File: src/rtl/as_sc_hs_cell_exerciser_pkg.sv
// Shared types and constants for the sky130_as_sc_hs cell exerciser.
//   exer_state_t  : run-sequencer states
//   LFSR_TAPS     : Galois feedback mask of the 16-bit vector LFSR
//   LFSR_DEF_SEED : seed used whenever a zero seed is requested
//   lfsr_next()   : one right-shift Galois step
package as_sc_hs_exer_pkg;

  typedef enum logic [2:0] {
    IDLE    = 3'd0,
    APPLY   = 3'd1,
    SETTLE  = 3'd2,
    CAPTURE = 3'd3,
    DONE    = 3'd4
  } exer_state_t;

  localparam logic [15:0] LFSR_TAPS     = 16'hB400;
  localparam logic [15:0] LFSR_DEF_SEED = 16'hACE1;

  // Galois LFSR: the bit shifted out of position 0 folds the tap mask back in.
  function automatic logic [15:0] lfsr_next(input logic [15:0] q);
    lfsr_next = q[0] ? ((q >> 1) ^ LFSR_TAPS) : (q >> 1);
  endfunction

endpackage

File: src/rtl/as_sc_hs_cell_exerciser_if.sv
// Bundle between the config/status register block (master) and the
// exerciser (slave), together with the cell-under-test drive and response.
//   START/MODE/SEED/N_VECT/TT : run request and parameters
//   BUSY/DONE/PASS/ERR_CNT/FIRST_ERR_VEC : run status
//   CUT_IN : drive {D,C,B,A} to the cell, CUT_Y : cell output
interface as_sc_hs_cell_exerciser_if #(
  parameter int unsigned ERR_W = 16
);
  logic             START;
  logic             MODE;
  logic [15:0]      SEED;
  logic [15:0]      N_VECT;
  logic [15:0]      TT;
  logic [3:0]       CUT_IN;
  logic             CUT_Y;
  logic             BUSY;
  logic             DONE;
  logic             PASS;
  logic [ERR_W-1:0] ERR_CNT;
  logic [3:0]       FIRST_ERR_VEC;

  modport master (
    output START, MODE, SEED, N_VECT, TT, CUT_Y,
    input  CUT_IN, BUSY, DONE, PASS, ERR_CNT, FIRST_ERR_VEC
  );

  modport slave (
    input  START, MODE, SEED, N_VECT, TT, CUT_Y,
    output CUT_IN, BUSY, DONE, PASS, ERR_CNT, FIRST_ERR_VEC
  );
endinterface

File: src/rtl/as_sc_hs_cell_exerciser_lfsr16.sv
// 16-bit Galois LFSR producing pseudo-random cell vectors.
//   CLK, RST : clock, synchronous active-high reset (Q returns to DEF_SEED)
//   LOAD     : take SEED (a zero seed is replaced by DEF_SEED)
//   STEP     : advance one position
//   Q        : current LFSR state
module as_sc_hs_lfsr16
  import as_sc_hs_exer_pkg::*;
#(
  parameter logic [15:0] DEF_SEED = LFSR_DEF_SEED
) (
  input  logic        CLK,
  input  logic        RST,
  input  logic        LOAD,
  input  logic [15:0] SEED,
  input  logic        STEP,
  output logic [15:0] Q
);

  logic [15:0] r_q;

  // LFSR state: reset, seed load (zero seed would lock up), or step.
  always_ff @(posedge CLK) begin
    if (RST) begin
      r_q <= DEF_SEED;
    end else if (LOAD) begin
      r_q <= (SEED == 16'h0000) ? DEF_SEED : SEED;
    end else if (STEP) begin
      r_q <= lfsr_next(r_q);
    end else begin
      r_q <= r_q;
    end
  end

  assign Q = r_q;

endmodule

File: src/rtl/as_sc_hs_cell_exerciser.sv
// Stimulus/response harness for one combinational cell under test.
// Each vector takes APPLY (1) + SETTLE (SETTLE_CYC) + CAPTURE (1) cycles;
// CAPTURE compares CUT_Y against the latched truth table and keeps a
// saturating error count plus the first failing vector.
//   CLK, RST : clock, synchronous active-high reset
//   bus      : slave side of as_sc_hs_cell_exerciser_if (run control,
//              status, CUT drive/response)
module as_sc_hs_cell_exerciser
  import as_sc_hs_exer_pkg::*;
#(
  parameter int unsigned SETTLE_CYC = 2,
  parameter int unsigned ERR_W      = 16,
  parameter logic [15:0] DEF_SEED   = LFSR_DEF_SEED
) (
  input  logic                       CLK,
  input  logic                       RST,
  as_sc_hs_cell_exerciser_if.slave   bus
);

  localparam int unsigned     SC_W    = (SETTLE_CYC > 1) ? $clog2(SETTLE_CYC) : 1;
  localparam logic [SC_W-1:0] SC_LOAD = SC_W'(SETTLE_CYC - 1);
  localparam logic [ERR_W-1:0] ERR_MAX = {ERR_W{1'b1}};

  exer_state_t       r_state;
  logic              r_mode;
  logic [15:0]       r_tt;
  logic [15:0]       r_n_left;
  logic [3:0]        r_cnt;
  logic [3:0]        r_cut_in;
  logic [3:0]        r_first_err;
  logic [SC_W-1:0]   r_settle;
  logic [ERR_W-1:0]  r_err_cnt;
  logic              r_busy;
  logic              r_done;
  logic              r_pass;

  logic              w_start_acc;
  logic              w_step;
  logic              w_mismatch;
  logic [3:0]        w_vec;
  logic [15:0]       w_lfsr_q;
  logic              w_lfsr_hi_unused;
  logic [ERR_W-1:0]  w_err_next;

  // A START is only honoured when no run is in progress.
  assign w_start_acc = bus.START && ((r_state == IDLE) || (r_state == DONE));
  assign w_step      = (r_state == CAPTURE);
  assign w_vec       = r_mode ? r_cnt : w_lfsr_q[3:0];
  assign w_mismatch  = bus.CUT_Y ^ r_tt[r_cut_in];
  assign w_err_next  = (w_mismatch && (r_err_cnt != ERR_MAX)) ? (r_err_cnt + ERR_W'(1)) : r_err_cnt;
  // Only the low nibble of the LFSR drives the cell.
  assign w_lfsr_hi_unused = ^w_lfsr_q[15:4];

  as_sc_hs_lfsr16 #(
    .DEF_SEED (DEF_SEED)
  ) u_lfsr (
    .CLK  (CLK),
    .RST  (RST),
    .LOAD (w_start_acc),
    .SEED (bus.SEED),
    .STEP (w_step),
    .Q    (w_lfsr_q)
  );

  // Run sequencer with its counters, comparator state and registered status.
  always_ff @(posedge CLK) begin
    if (RST) begin
      r_state     <= IDLE;
      r_mode      <= 1'b0;
      r_tt        <= 16'h0000;
      r_n_left    <= 16'h0000;
      r_cnt       <= 4'h0;
      r_cut_in    <= 4'h0;
      r_first_err <= 4'h0;
      r_settle    <= {SC_W{1'b0}};
      r_err_cnt   <= {ERR_W{1'b0}};
      r_busy      <= 1'b0;
      r_done      <= 1'b0;
      r_pass      <= 1'b0;
    end else begin
      case (r_state)
        IDLE, DONE: begin
          if (w_start_acc) begin
            r_mode      <= bus.MODE;
            r_tt        <= bus.TT;
            r_n_left    <= bus.N_VECT;
            r_cnt       <= 4'h0;
            r_first_err <= 4'h0;
            r_err_cnt   <= {ERR_W{1'b0}};
            if (bus.N_VECT != 16'h0000) begin
              r_state <= APPLY;
              r_busy  <= 1'b1;
              r_done  <= 1'b0;
              r_pass  <= 1'b0;
            end else begin
              // Empty run: completes immediately with nothing to fail.
              r_state <= DONE;
              r_busy  <= 1'b0;
              r_done  <= 1'b1;
              r_pass  <= 1'b1;
            end
          end else begin
            r_state <= r_state;
          end
        end
        APPLY: begin
          r_cut_in <= w_vec;
          r_settle <= SC_LOAD;
          r_state  <= SETTLE;
        end
        SETTLE: begin
          if (r_settle == {SC_W{1'b0}}) begin
            r_state <= CAPTURE;
          end else begin
            r_settle <= r_settle - SC_W'(1);
          end
        end
        CAPTURE: begin
          r_err_cnt <= w_err_next;
          if (w_mismatch && (r_err_cnt == {ERR_W{1'b0}})) begin
            r_first_err <= r_cut_in;
          end else begin
            r_first_err <= r_first_err;
          end
          r_n_left <= r_n_left - 16'd1;
          r_cnt    <= r_cnt + 4'd1;
          if (r_n_left > 16'd1) begin
            r_state <= APPLY;
          end else begin
            r_state <= DONE;
            r_busy  <= 1'b0;
            r_done  <= 1'b1;
            r_pass  <= (w_err_next == {ERR_W{1'b0}});
          end
        end
        default: begin
          r_state <= IDLE;
          r_busy  <= 1'b0;
        end
      endcase
    end
  end

  assign bus.CUT_IN        = r_cut_in;
  assign bus.BUSY          = r_busy;
  assign bus.DONE          = r_done;
  assign bus.PASS          = r_pass;
  assign bus.ERR_CNT       = r_err_cnt;
  assign bus.FIRST_ERR_VEC = r_first_err;

endmodule

File: src/flat_wrapper.sv
// flat-port wrapper written by rule: the top's interface ports become plain ports
module as_sc_hs_cell_exerciser_flat import as_sc_hs_exer_pkg::*;
#(
  parameter int unsigned SETTLE_CYC = 2,
  parameter int unsigned ERR_W      = 16,
  parameter logic [15:0] DEF_SEED   = LFSR_DEF_SEED
)
  (CLK, RST, bus_START, bus_MODE, bus_SEED, bus_N_VECT, bus_TT, bus_CUT_Y, bus_CUT_IN, bus_BUSY, bus_DONE, bus_PASS, bus_ERR_CNT, bus_FIRST_ERR_VEC);
  as_sc_hs_cell_exerciser_if #(.ERR_W(ERR_W)) bus_i ();
  input  logic CLK;
  input  logic RST;
  input wire logic [$bits(bus_i.START)-1:0] bus_START;
  input wire logic [$bits(bus_i.MODE)-1:0] bus_MODE;
  input wire logic [$bits(bus_i.SEED)-1:0] bus_SEED;
  input wire logic [$bits(bus_i.N_VECT)-1:0] bus_N_VECT;
  input wire logic [$bits(bus_i.TT)-1:0] bus_TT;
  input wire logic [$bits(bus_i.CUT_Y)-1:0] bus_CUT_Y;
  output wire logic [$bits(bus_i.CUT_IN)-1:0] bus_CUT_IN;
  output wire logic [$bits(bus_i.BUSY)-1:0] bus_BUSY;
  output wire logic [$bits(bus_i.DONE)-1:0] bus_DONE;
  output wire logic [$bits(bus_i.PASS)-1:0] bus_PASS;
  output wire logic [$bits(bus_i.ERR_CNT)-1:0] bus_ERR_CNT;
  output wire logic [$bits(bus_i.FIRST_ERR_VEC)-1:0] bus_FIRST_ERR_VEC;
  assign bus_i.START = bus_START;
  assign bus_i.MODE = bus_MODE;
  assign bus_i.SEED = bus_SEED;
  assign bus_i.N_VECT = bus_N_VECT;
  assign bus_i.TT = bus_TT;
  assign bus_i.CUT_Y = bus_CUT_Y;
  assign bus_CUT_IN = bus_i.CUT_IN;
  assign bus_BUSY = bus_i.BUSY;
  assign bus_DONE = bus_i.DONE;
  assign bus_PASS = bus_i.PASS;
  assign bus_ERR_CNT = bus_i.ERR_CNT;
  assign bus_FIRST_ERR_VEC = bus_i.FIRST_ERR_VEC;
  as_sc_hs_cell_exerciser #(.SETTLE_CYC(SETTLE_CYC), .ERR_W(ERR_W), .DEF_SEED(DEF_SEED)) u_core (.CLK(CLK), .RST(RST), .bus(bus_i));
endmodule
File: config.mk
export PLATFORM = sky130hd
export DESIGN_NAME = as_sc_hs_cell_exerciser_flat
export DESIGN_NICKNAME = d
export VERILOG_FILES = /design/src/rtl/as_sc_hs_cell_exerciser_pkg.sv /design/src/rtl/as_sc_hs_cell_exerciser_if.sv /design/src/rtl/as_sc_hs_cell_exerciser_lfsr16.sv /design/src/rtl/as_sc_hs_cell_exerciser.sv /design/src/flat_wrapper.sv
export SDC_FILE = /design/constraint.sdc
export NUM_CORES = 1
export LEC_CHECK = 0
export BUFFER_PORTS_ARGS = -buffer_cell sky130_fd_sc_hd__buf_4
export CAP_MARGIN = 30
export CORE_MARGIN = 5
export CORE_UTILIZATION = 55
export DETAILED_ROUTE_END_ITERATION = 12
export PLACE_DENSITY = 0.77
export SLEW_MARGIN = 20
export SYNTH_ARGS = -nofsm -noshare
export SYNTH_HDL_FRONTEND = slang
export SYNTH_SLANG_ARGS = --single-unit
File: constraint.sdc
create_clock -name CLK -period 4.91 [get_ports CLK]
set_input_delay 0.982 -clock CLK [delete_from_list [all_inputs] [get_ports CLK]]
set_output_delay 0.982 -clock CLK [all_outputs]
set_load 0.1 [all_outputs]
==> results.toml, run 1 <==
[outcome]
status = "completed"

[worst_setup_path]
worstSetupEndpointType = "flip-flop"
start_kind = "flip-flop"
required_ps = 5160
cp.arrival_ps = 3820
worstSetupPathType = "reg2reg"
cp_max_fo = 11
r2r_start = "u_core.bus.CUT_IN[1]$_SDFFE_PP0P_"
crit_path_start = "u_core.bus.CUT_IN[1]$_SDFFE_PP0P_"

[place]
portBuffers = 79
dp_hpwl_mm = 7.804
gp_congestion = 0.8666

[grt]
grt_pass1_wl_mm = 18.83
grt_pass1_vias = 3981
grt_usage = 0.2300
gr-total-overflow = 0
antenna_found_initial = 0
grt_start_max_net_pins = 86

[yosys]
muxShareOfSynthArea = 0.04476
synth-main-ff-cell = "dfxtp_1"
synth_top_area_cell = "dfxtp_1"
synth-seq-cells = 84
synth.area.top_cells = "dfxtp_1 (39%), a21oi_1 (7.7%), nand2_1 (6.7%), nor2_1 (4.2%), nor3_1 (2.9%)"
ys_async_sr_fraction = 0
synth-compound-area-share = 0.2247
yosys_warnings = 0
syn_area_um2 = 4333
synth-simple-area-share = 0.2556
synthAdderAreaFrac = 0.01444
synth-xor-area-share = 0.02859
synth-seq-area-share = 0.3881
syn_nets = 605
synthDistinctLibCells = 54
synth_top_area_frac = 0.3881
avgSynthCellArea_um2 = 7.921
synth_top_family_by_area = "simple AND/OR/NAND/NOR gates"
syn_inst = 547
synth_edf_count = 0

[pwr]
powerDensity_nw_per_um2 = 447.8
power.leakage_nw = 1.947
p_total_mw = 2.290
ir_worst_vdd_uv = 351.4

[sta]
layout_min_cycle_time_ps = 3569
report.final.hold_viol_count = 0
relSlewSlack = 0.3682
hold_ws_ps = 457.0
fin_crit_sh = 0.7269
tns_ps = 0
worstMarginPinSlew_ps = 939.1
max_freq_mhz = 280.2
rsz0062_at_grt = "false"
setup_viol = 0
fin_skew_ps = 8.093
drv_slew = 0

[floorplanning]
io_pins = 80
fp.dieW_um = 98.76
die-area_um2 = 9754
std_cell_rows = 32
start_util = 0.5636
fp.coreArea_um2 = 7687
fp.dieH_um = 98.76

[cells_and_area]
nets = 656
n_fill_cell = 706
final_util = 0.6650
antenna_cells = 0
drive_above_1_share = 0.1797
area_growth_pct = 17.99

[route]
post_drt_via_cell_ratio = 6.135
drt-initial-drc-count = 242
drc = 0
num_vias = 4313
antenna_left = 0
wirelength_mm = 11.34
dr.pass1.iters = 4
wl_per_cell_um = 16.13

[hold_path]
hold_path.class = "reg2reg"
hold_start = "u_core.bus.DONE$_SDFFE_PP0P_"

[cts]
cts-root-buf = "clkbuf_8"
postCtsSetupBuffers = 0
clk_pin_slew_ps = 90
htree_levels = 3
cts.sinks = 84
cts_buffer_depth = 2
numCtsBuffers = 9
clk-insertion-delay-late_ps = 350
ctsHoldBuffers = 0
ctsResizeCount = 0
cts_tree = "built"

[flow_run]
drv_cap = 0
[synth_stat cells (2+ instances only)]
library cell / number
o21ai_1: 5
nand3_1: 20
o211ai_1: 7
nor2_1: 49
a31oi_1: 6
a32oi_1: 2
or3_1: 3
clkbuf_1: 33
a21o_1: 2
o21bai_1: 2
nor4_1: 14
o21ai_0: 13
o311ai_0: 3
nor2b_1: 2
and3_1: 4
a22oi_1: 2
nand2_1: 77
buf_2: 2
nand3b_1: 6
dfxtp_1: 84
o21a_1: 3
xnor2_1: 8
and2_1: 6
a2bb2oi_1: 2
ha_1: 5
nor3_1: 25
or4_1: 5
nand2b_1: 5
a21oi_1: 67
a221oi_1: 10
mux4_2: 5
inv_1: 6
a211oi_1: 8
nand4_1: 5
and4_1: 5
buf_1: 9
xor2_1: 3
mux2i_1: 7
a311oi_1: 7
a211o_1: 2
o22ai_1: 5
[stage by stage]
| stage | cells | setup slack, ps | cell area (um2) |
|---|---|---|---|
| after floorplan | 547 | 1176 | 4333 |
| after global placement | 689 | 1517 | 4923 |
| after detailed placement | 689 | 1359 | 4923 |
| after CTS | 703 | 1304 | 5112 |
| after global routing | 703 | 1086 | 5112 |
| final | 703 | 1341 | 5112 |
[cell type report]
type | instances | area, um2 | share of cell area
multi-input cells | 413 | 2461 | 0.4814
well taps | 102 | 127.6 | 0.02496
clock buffers | 10 | 137.6 | 0.02692
flip-flops and latches | 84 | 1682 | 0.3289
inverters | 6 | 22.52 | 0.004405
clock inverters | 4 | 51.30 | 0.01003
repair buffers | 84 | 630.6 | 0.1233
[state kept, by name (all words and copies together), names as in the netlist, 3 cells and up]
name	count
u_core.bus.CUT_IN	4
u_core.bus.ERR_CNT	16
u_core.bus.FIRST_ERR_VEC	4
u_core.r_cnt	4
u_core.r_n_left	16
u_core.r_state	3
u_core.r_tt	16
u_core.u_lfsr.Q	16
[cell families (layout without fill, tap and decap cells)]
group / count (synthesis) / after routing
flops: 84 / 84
simple gates: 230 / 230
compound gates: 153 / 153
buf+inv: 50 / 104
fa+ha+maj: 5 / 5
xor+xnor: 12 / 12
mux: 13 / 13
[path summary, 6_finish.rpt]
check	cells after the start	end	slack (ps)
hold reg to reg	2	u_core.bus.DONE$_SDFFE_PP0P_	460
setup reg to reg	7	u_core.bus.PASS$_SDFFE_PP0P_	1340
hold / removal	2	u_core.bus.DONE$_SDFFE_PP0P_	460
setup / recovery	7	u_core.bus.PASS$_SDFFE_PP0P_	1340
[worst max-delay path, stage by stage (launching register included)]
cell and delay (ps):
dfxtp_1 540, mux4_2 540, mux4_2 560, xor2_1 640, nand3_1 340, mux2_2 370
o22a_1 190, o41ai_2 280
[routing by layer]
metal / track usage / part of all wire
met1: 0.2971 / 0.44
met2: 0.3936 / 0.50
met3: 0.05662 / 0.054
met4: 0.04097 / 0.0049
met5: 0 / 0
[power by group]
part | total [mW] | internal (mW) | switching (mW)
Clock | 0.486 | 0.244 | 0.243
Combinational | 0.861 | 0.305 | 0.556
Sequential | 0.943 | 0.810 | 0.132
[placed cells by master, fill, tap and decap left out, types with 3 or more instances in the layout]
cell type,count
clkbuf_8,10
nor2_1,49
and2_1,6
o311ai_0,3
dfxtp_1,84
nand3b_1,6
xor2_1,3
mux4_2,5
xnor2_1,8
o21ai_0,13
buf_4,84
a31oi_1,6
ha_1,5
and4_1,5
inv_1,6
and3_1,4
a221oi_1,10
a211oi_1,8
nor4_1,14
nand4_1,5
nand3_1,20
o21ai_1,5
or4_1,5
nor3_1,25
o211ai_1,7
a21oi_1,67
o21a_1,3
nand2_1,77
nand2b_1,5
a311oi_1,7
mux2i_1,7
or3_1,3
o22ai_1,5
No activity file was read; power rests on OpenSTA's default activity.
==> run 2, diff against run 1 <==
==> constraint.sdc (replaced) <==
create_clock -name CLK -period 3.75 [get_ports CLK]
set_input_delay 0.75 -clock CLK [delete_from_list [all_inputs] [get_ports CLK]]
set_output_delay 0.75 -clock CLK [all_outputs]
set_load 0.1 [all_outputs]
==> results.toml, run 2 (same netlist as run 1, synthesis figures left out) <==
[pwr]
combPwrFrac = 0.375
p_sw_mw = 1.246
ir_worst_vdd_uv = 343.7
pwr-share-clk = 0.222
intPower_mw = 1.808
p_seq_frac = 0.403
powerDensity_nw_per_um2 = 591.7
p_sw_frac = 0.4080
power.leakage_nw = 1.979

[sta]
rsz0062_at_grt = "false"
layout_min_cycle_time_ps = 3434
hold_ws_ps = 465.2
fin_skew_ps = 8.727
drv_slew = 0
setup_viol = 0
report.final.hold_viol_count = 0
fin_crit_sh = 0.9156
worstMarginPinSlew_ps = 863.3
tns_ps = 0
relSlewSlack = 0.4245
max_freq_mhz = 291.2

[worst_setup_path]
endpoint = "u_core.bus.PASS$_SDFFE_PP0P_"
r2r_start = "u_core.bus.CUT_IN[1]$_SDFFE_PP0P_"
cp.arrival_ps = 3690
worstSetupPathType = "reg2reg"
start_kind = "flip-flop"
reg2reg_to = "u_core.bus.PASS$_SDFFE_PP0P_"
crit_path_start = "u_core.bus.CUT_IN[1]$_SDFFE_PP0P_"
required_ps = 4000
reg2reg_setup_slack_ps = 320
cp_max_fo = 11
r2r_cells = 7
worstSetupEndpointType = "flip-flop"

[cells_and_area]
mostFrequentLayoutCells = "buf_4 (88), dfxtp_1 (84), nand2_1 (77)"
final_common_cell = "buf_4"
drive_above_1_share = 0.1878
nets = 660
area_growth_pct = 19.12
antenna_cells = 0

[cts]
cts-root-buf = "clkbuf_8"
postCtsSetupBuffers = 0
clk-insertion-delay-late_ps = 350
clk_pin_slew_ps = 90
cts.sinks = 84
htree_levels = 3
ctsResizeCount = 0
ctsHoldBuffers = 0
cts_buffer_depth = 2
numCtsBuffers = 9
cts_tree = "built"

[grt]
grt_pass1_vias = 4102
met3_usage = 0.04105
grt_busiest_layer = "met2"
use_met2 = 0.4065
met1_usage = 0.2997
grt_usage = 0.2345
gr-total-overflow = 0
grt_start_max_net_pins = 86
grt_pass1_wl_mm = 19.25
antenna_found_initial = 0

[route]
wl_per_cell_um = 16.12
antenna_left = 0
dr.pass1.iters = 5
post_drt_via_cell_ratio = 6.004
wirelength_mm = 11.43
drc = 0
drt-initial-drc-count = 233
num_vias = 4257

[floorplanning]
die-area_um2 = 9754
fp.dieH_um = 98.76
fp.dieW_um = 98.76
io_pins = 80
std_cell_rows = 32
start_util = 0.5636
fp.coreArea_um2 = 7687

[place]
portBuffers = 79
dp_hpwl_mm = 8.098
gp_congestion = 0.8663

[flow_run]
drv_cap = 0

[outcome]
status = "completed"

[hold_path]
hold_path.class = "reg2reg"
==> run 2: cell count changes in the layout (fill, tap and decap cells not counted), sizes merged <==
cell	change
buf	+4
clkinv	+1
clkinvlp	-1
inv	+2
==> run 2: per-stage QoR <==
step                setup WS, ps  instance area [um2]  instances  power [mW]    util
global placement           471.9                 4954        693       2.364  0.6444
finish                     316.4                 5161        709       3.054  0.6714
CTS                        326.4                 5161        709       3.063  0.6714
floorplan                  16.06                 4333        547       2.097       -
global route               150.0                 5161        709       3.241  0.6714
detailed placement         376.2                 4954        693       2.392  0.6444
==> run 2: area by class of cell <==
type | instances | area (um2)
Multi-Input combinational cell | 413 | 2461
Timing Repair Buffer | 88 | 660.6
Tap cell | 102 | 127.6
Sequential cell | 84 | 1682
Fill cell | 704 | 2526
Clock inverter | 6 | 70.07
Clock buffer | 10 | 137.6
Inverter | 6 | 22.52
==> run 2: power by group through the flow <==
stage / registers, mW / logic [mW] / clock network, mW
2_1_floorplan: 1.34 / 0.760 / 0
3_3_place_gp: 1.24 / 1.12 / 0
3_5_place_dp: 1.25 / 1.14 / 0
4_1_cts: 1.23 / 1.15 / 0.688
5_1_grt: 1.26 / 1.25 / 0.729
6_report: 1.23 / 1.14 / 0.678
==> run 2: worst min-delay path by stage <==
stage                     depth (start not counted)                           end  slack, ps                         start
after floorplan                                   2  u_core.r_tt[12]$_SDFFE_PP0P_        430  u_core.r_tt[12]$_SDFFE_PP0P_
after global placement                            2   u_core.r_tt[8]$_SDFFE_PP0P_        440   u_core.r_tt[8]$_SDFFE_PP0P_
after detailed placement                          2   u_core.r_tt[1]$_SDFFE_PP0P_        450   u_core.r_tt[1]$_SDFFE_PP0P_
after CTS                                         2   u_core.r_tt[1]$_SDFFE_PP0P_        460   u_core.r_tt[1]$_SDFFE_PP0P_
after global routing                              2  u_core.r_tt[11]$_SDFFE_PP0P_        490  u_core.r_tt[11]$_SDFFE_PP0P_
final                                             2  u_core.bus.DONE$_SDFFE_PP0P_        470  u_core.bus.DONE$_SDFFE_PP0P_
==> run 2: per-layer routing <==
layer  wire length (um)  vias to the layer above
li1                   -                     2125
met1               5008                     2012
met2               5747                      112
met3                575                        8
met4                 95                        0
met5                  0                        -
==> run 2: critical path, stage by stage, from the launching register on <==
cell and delay (ps):
dfxtp_1 530, mux4_2 540, mux4_2 570, xor2_1 680, nand3_1 210, mux2_2 330, o22a_1 200, o41ai_2 270
==> run 3, diff against run 2 <==
--- a/config.mk
+++ b/config.mk
@@ -6,11 +6,12 @@
 export NUM_CORES = 1
 export LEC_CHECK = 0
 export BUFFER_PORTS_ARGS = -buffer_cell sky130_fd_sc_hd__buf_4
-export CAP_MARGIN = 30
+export CAP_MARGIN = 5
 export CORE_MARGIN = 5
 export CORE_UTILIZATION = 55
+export CTS_BUF_LIST = sky130_fd_sc_hd__clkbuf_2
 export DETAILED_ROUTE_END_ITERATION = 12
-export PLACE_DENSITY = 0.77
+export PLACE_DENSITY = 0.75
 export SLEW_MARGIN = 20
 export SYNTH_ARGS = -nofsm -noshare
 export SYNTH_HDL_FRONTEND = slang
==> results.toml, run 3 (same netlist as run 1, synthesis figures left out) <==
[sta]
rsz0062_at_grt = "false"
max_freq_mhz = 295.4
tns_ps = 0
drv_slew = 0
layout_min_cycle_time_ps = 3385
relSlewSlack = 0.4134
worstMarginPinSlew_ps = 879.8
fin_crit_sh = 0.9028
report.final.hold_viol_count = 0
hold_ws_ps = 424.3
fin_skew_ps = 30.83
setup_viol = 0

[worst_setup_path]
reg2reg_to = "u_core.bus.PASS$_SDFFE_PP0P_"
worstPathCellList = "mux4_2, mux4_2, xor2_1, nand2_1, xnor2_1, or4_1, o41ai_2"
reg2reg_setup_slack_ps = 360
start_kind = "flip-flop"
cp_max_fo = 11
r2r_cells = 7
slowest_delay_ps = 640
critical_path.most_common_cell = "mux4_2"
worstSetupPathType = "reg2reg"
cpMaxStageDelayCell = "xor2_1"
worstSetupEndpointType = "flip-flop"
cp.arrival_ps = 3840
required_ps = 4210
r2r_start = "u_core.bus.CUT_IN[1]$_SDFFE_PP0P_"

[grt]
grt_start_max_net_pins = 86
gr-total-overflow = 0
grt_pass1_wl_mm = 18.87
grt_usage = 0.2305
grt_pass1_vias = 4042
antenna_found_initial = 0

[hold_path]
hold_path.class = "in2reg"
whs_endpoint = "u_core.r_tt[15]$_SDFFE_PP0P_"
hold_start = "bus_TT[15]"
whs_path_depth = 3

[place]
dp.cells = 692
gp_congestion = 0.8847
dp_hpwl_mm = 7.775
portBuffers = 79

[cts]
clk-insertion-delay-late_ps = 540
cts.sinks = 84
postCtsSetupBuffers = 0
htree_levels = 3
cts_buffer_depth = 2
cts-root-buf = "clkbuf_2"
clk_pin_slew_ps = 230
cts_tree = "built"
numCtsBuffers = 9
ctsResizeCount = 0
ctsHoldBuffers = 0

[route]
dr.pass1.iters = 5
wl_per_cell_um = 16.04
post_drt_via_cell_ratio = 6.058
drc = 0
num_vias = 4289
antenna_left = 0
drt-initial-drc-count = 212
wirelength_mm = 11.36

[cells_and_area]
drive_above_1_share = 0.1848
mostFrequentLayoutCells = "buf_4 (87), dfxtp_1 (84), nand2_1 (77)"
multi_input_area_um2 = 2461
nets = 659
area_growth_pct = 16.78
fin_cells = 708
n_fill_cell = 698
seqCellArea_um2 = 1682
antenna_cells = 0
final_common_cell = "buf_4"

[pwr]
power.leakage_nw = 1.942
ir_worst_vdd_uv = 304.8
powerDensity_nw_per_um2 = 564.3
p_total_mw = 2.855

[floorplanning]
die-area_um2 = 9754
fp.coreArea_um2 = 7687
fp.dieH_um = 98.76
std_cell_rows = 32
fp.dieW_um = 98.76
io_pins = 80
start_util = 0.5636

[flow_run]
drv_cap = 0

[outcome]
status = "completed"
## run 3: cell type report
type / count / area share
Timing Repair Buffer: 87 / 0.1291
Sequential cell: 84 / 0.3323
Tap cell: 102 / 0.02522
Inverter: 6 / 0.004451
Clock buffer: 10 / 0.009891
Clock inverter: 6 / 0.01261
Multi-Input combinational cell: 413 / 0.4864
## run 3: power by group
| group | internal (mW) | switching, mW |
|---|---|---|
| clock network | 0.159 | 0.322 |
| logic | 0.410 | 0.732 |
| registers | 1.06 | 0.171 |
| total | 1.63 | 1.23 |
## run 3: worst max path at each step
stage / startpoint / to
floorplan: u_core.bus.CUT_IN[1]$_SDFFE_PP0P_ / u_core.bus.PASS$_SDFFE_PP0P_
global route: u_core.bus.CUT_IN[1]$_SDFFE_PP0P_ / u_core.bus.PASS$_SDFFE_PP0P_
global placement: u_core.bus.CUT_IN[1]$_SDFFE_PP0P_ / u_core.bus.PASS$_SDFFE_PP0P_
CTS: u_core.bus.CUT_IN[1]$_SDFFE_PP0P_ / u_core.bus.PASS$_SDFFE_PP0P_
detailed placement: u_core.bus.CUT_IN[1]$_SDFFE_PP0P_ / u_core.bus.PASS$_SDFFE_PP0P_
finish: u_core.bus.CUT_IN[1]$_SDFFE_PP0P_ / u_core.bus.PASS$_SDFFE_PP0P_
## run 3: per-stage QoR
stage | utilization | setup slack [ps] | cell area [um2]
finish | 0.6582 | 364.7 | 5060
global placement | 0.6434 | 497.4 | 4946
floorplan | - | 16.06 | 4333
detailed placement | 0.6434 | 442.3 | 4946
global route | 0.6582 | 104.4 | 5060
CTS | 0.6582 | 360.6 | 5060
## run 3: critical path: cells and delay by family, from the launching register on
family,cells,cell delay [ps]
xor+xnor,2,820
compound gates,1,200
simple gates,2,610
mux,2,1110
flops,1,580
## run 3: metal layers
| metal | vias to the layer above | GRT usage | part of all wire |
|---|---|---|---|
| li1 | 2110 | - | - |
| met4 | 0 | 0.06723 | 0.011 |
| met5 | - | 0 | 0 |
| met2 | 158 | 0.3760 | 0.48 |
| met1 | 2009 | 0.3083 | 0.44 |
| met3 | 12 | 0.04812 | 0.068 |
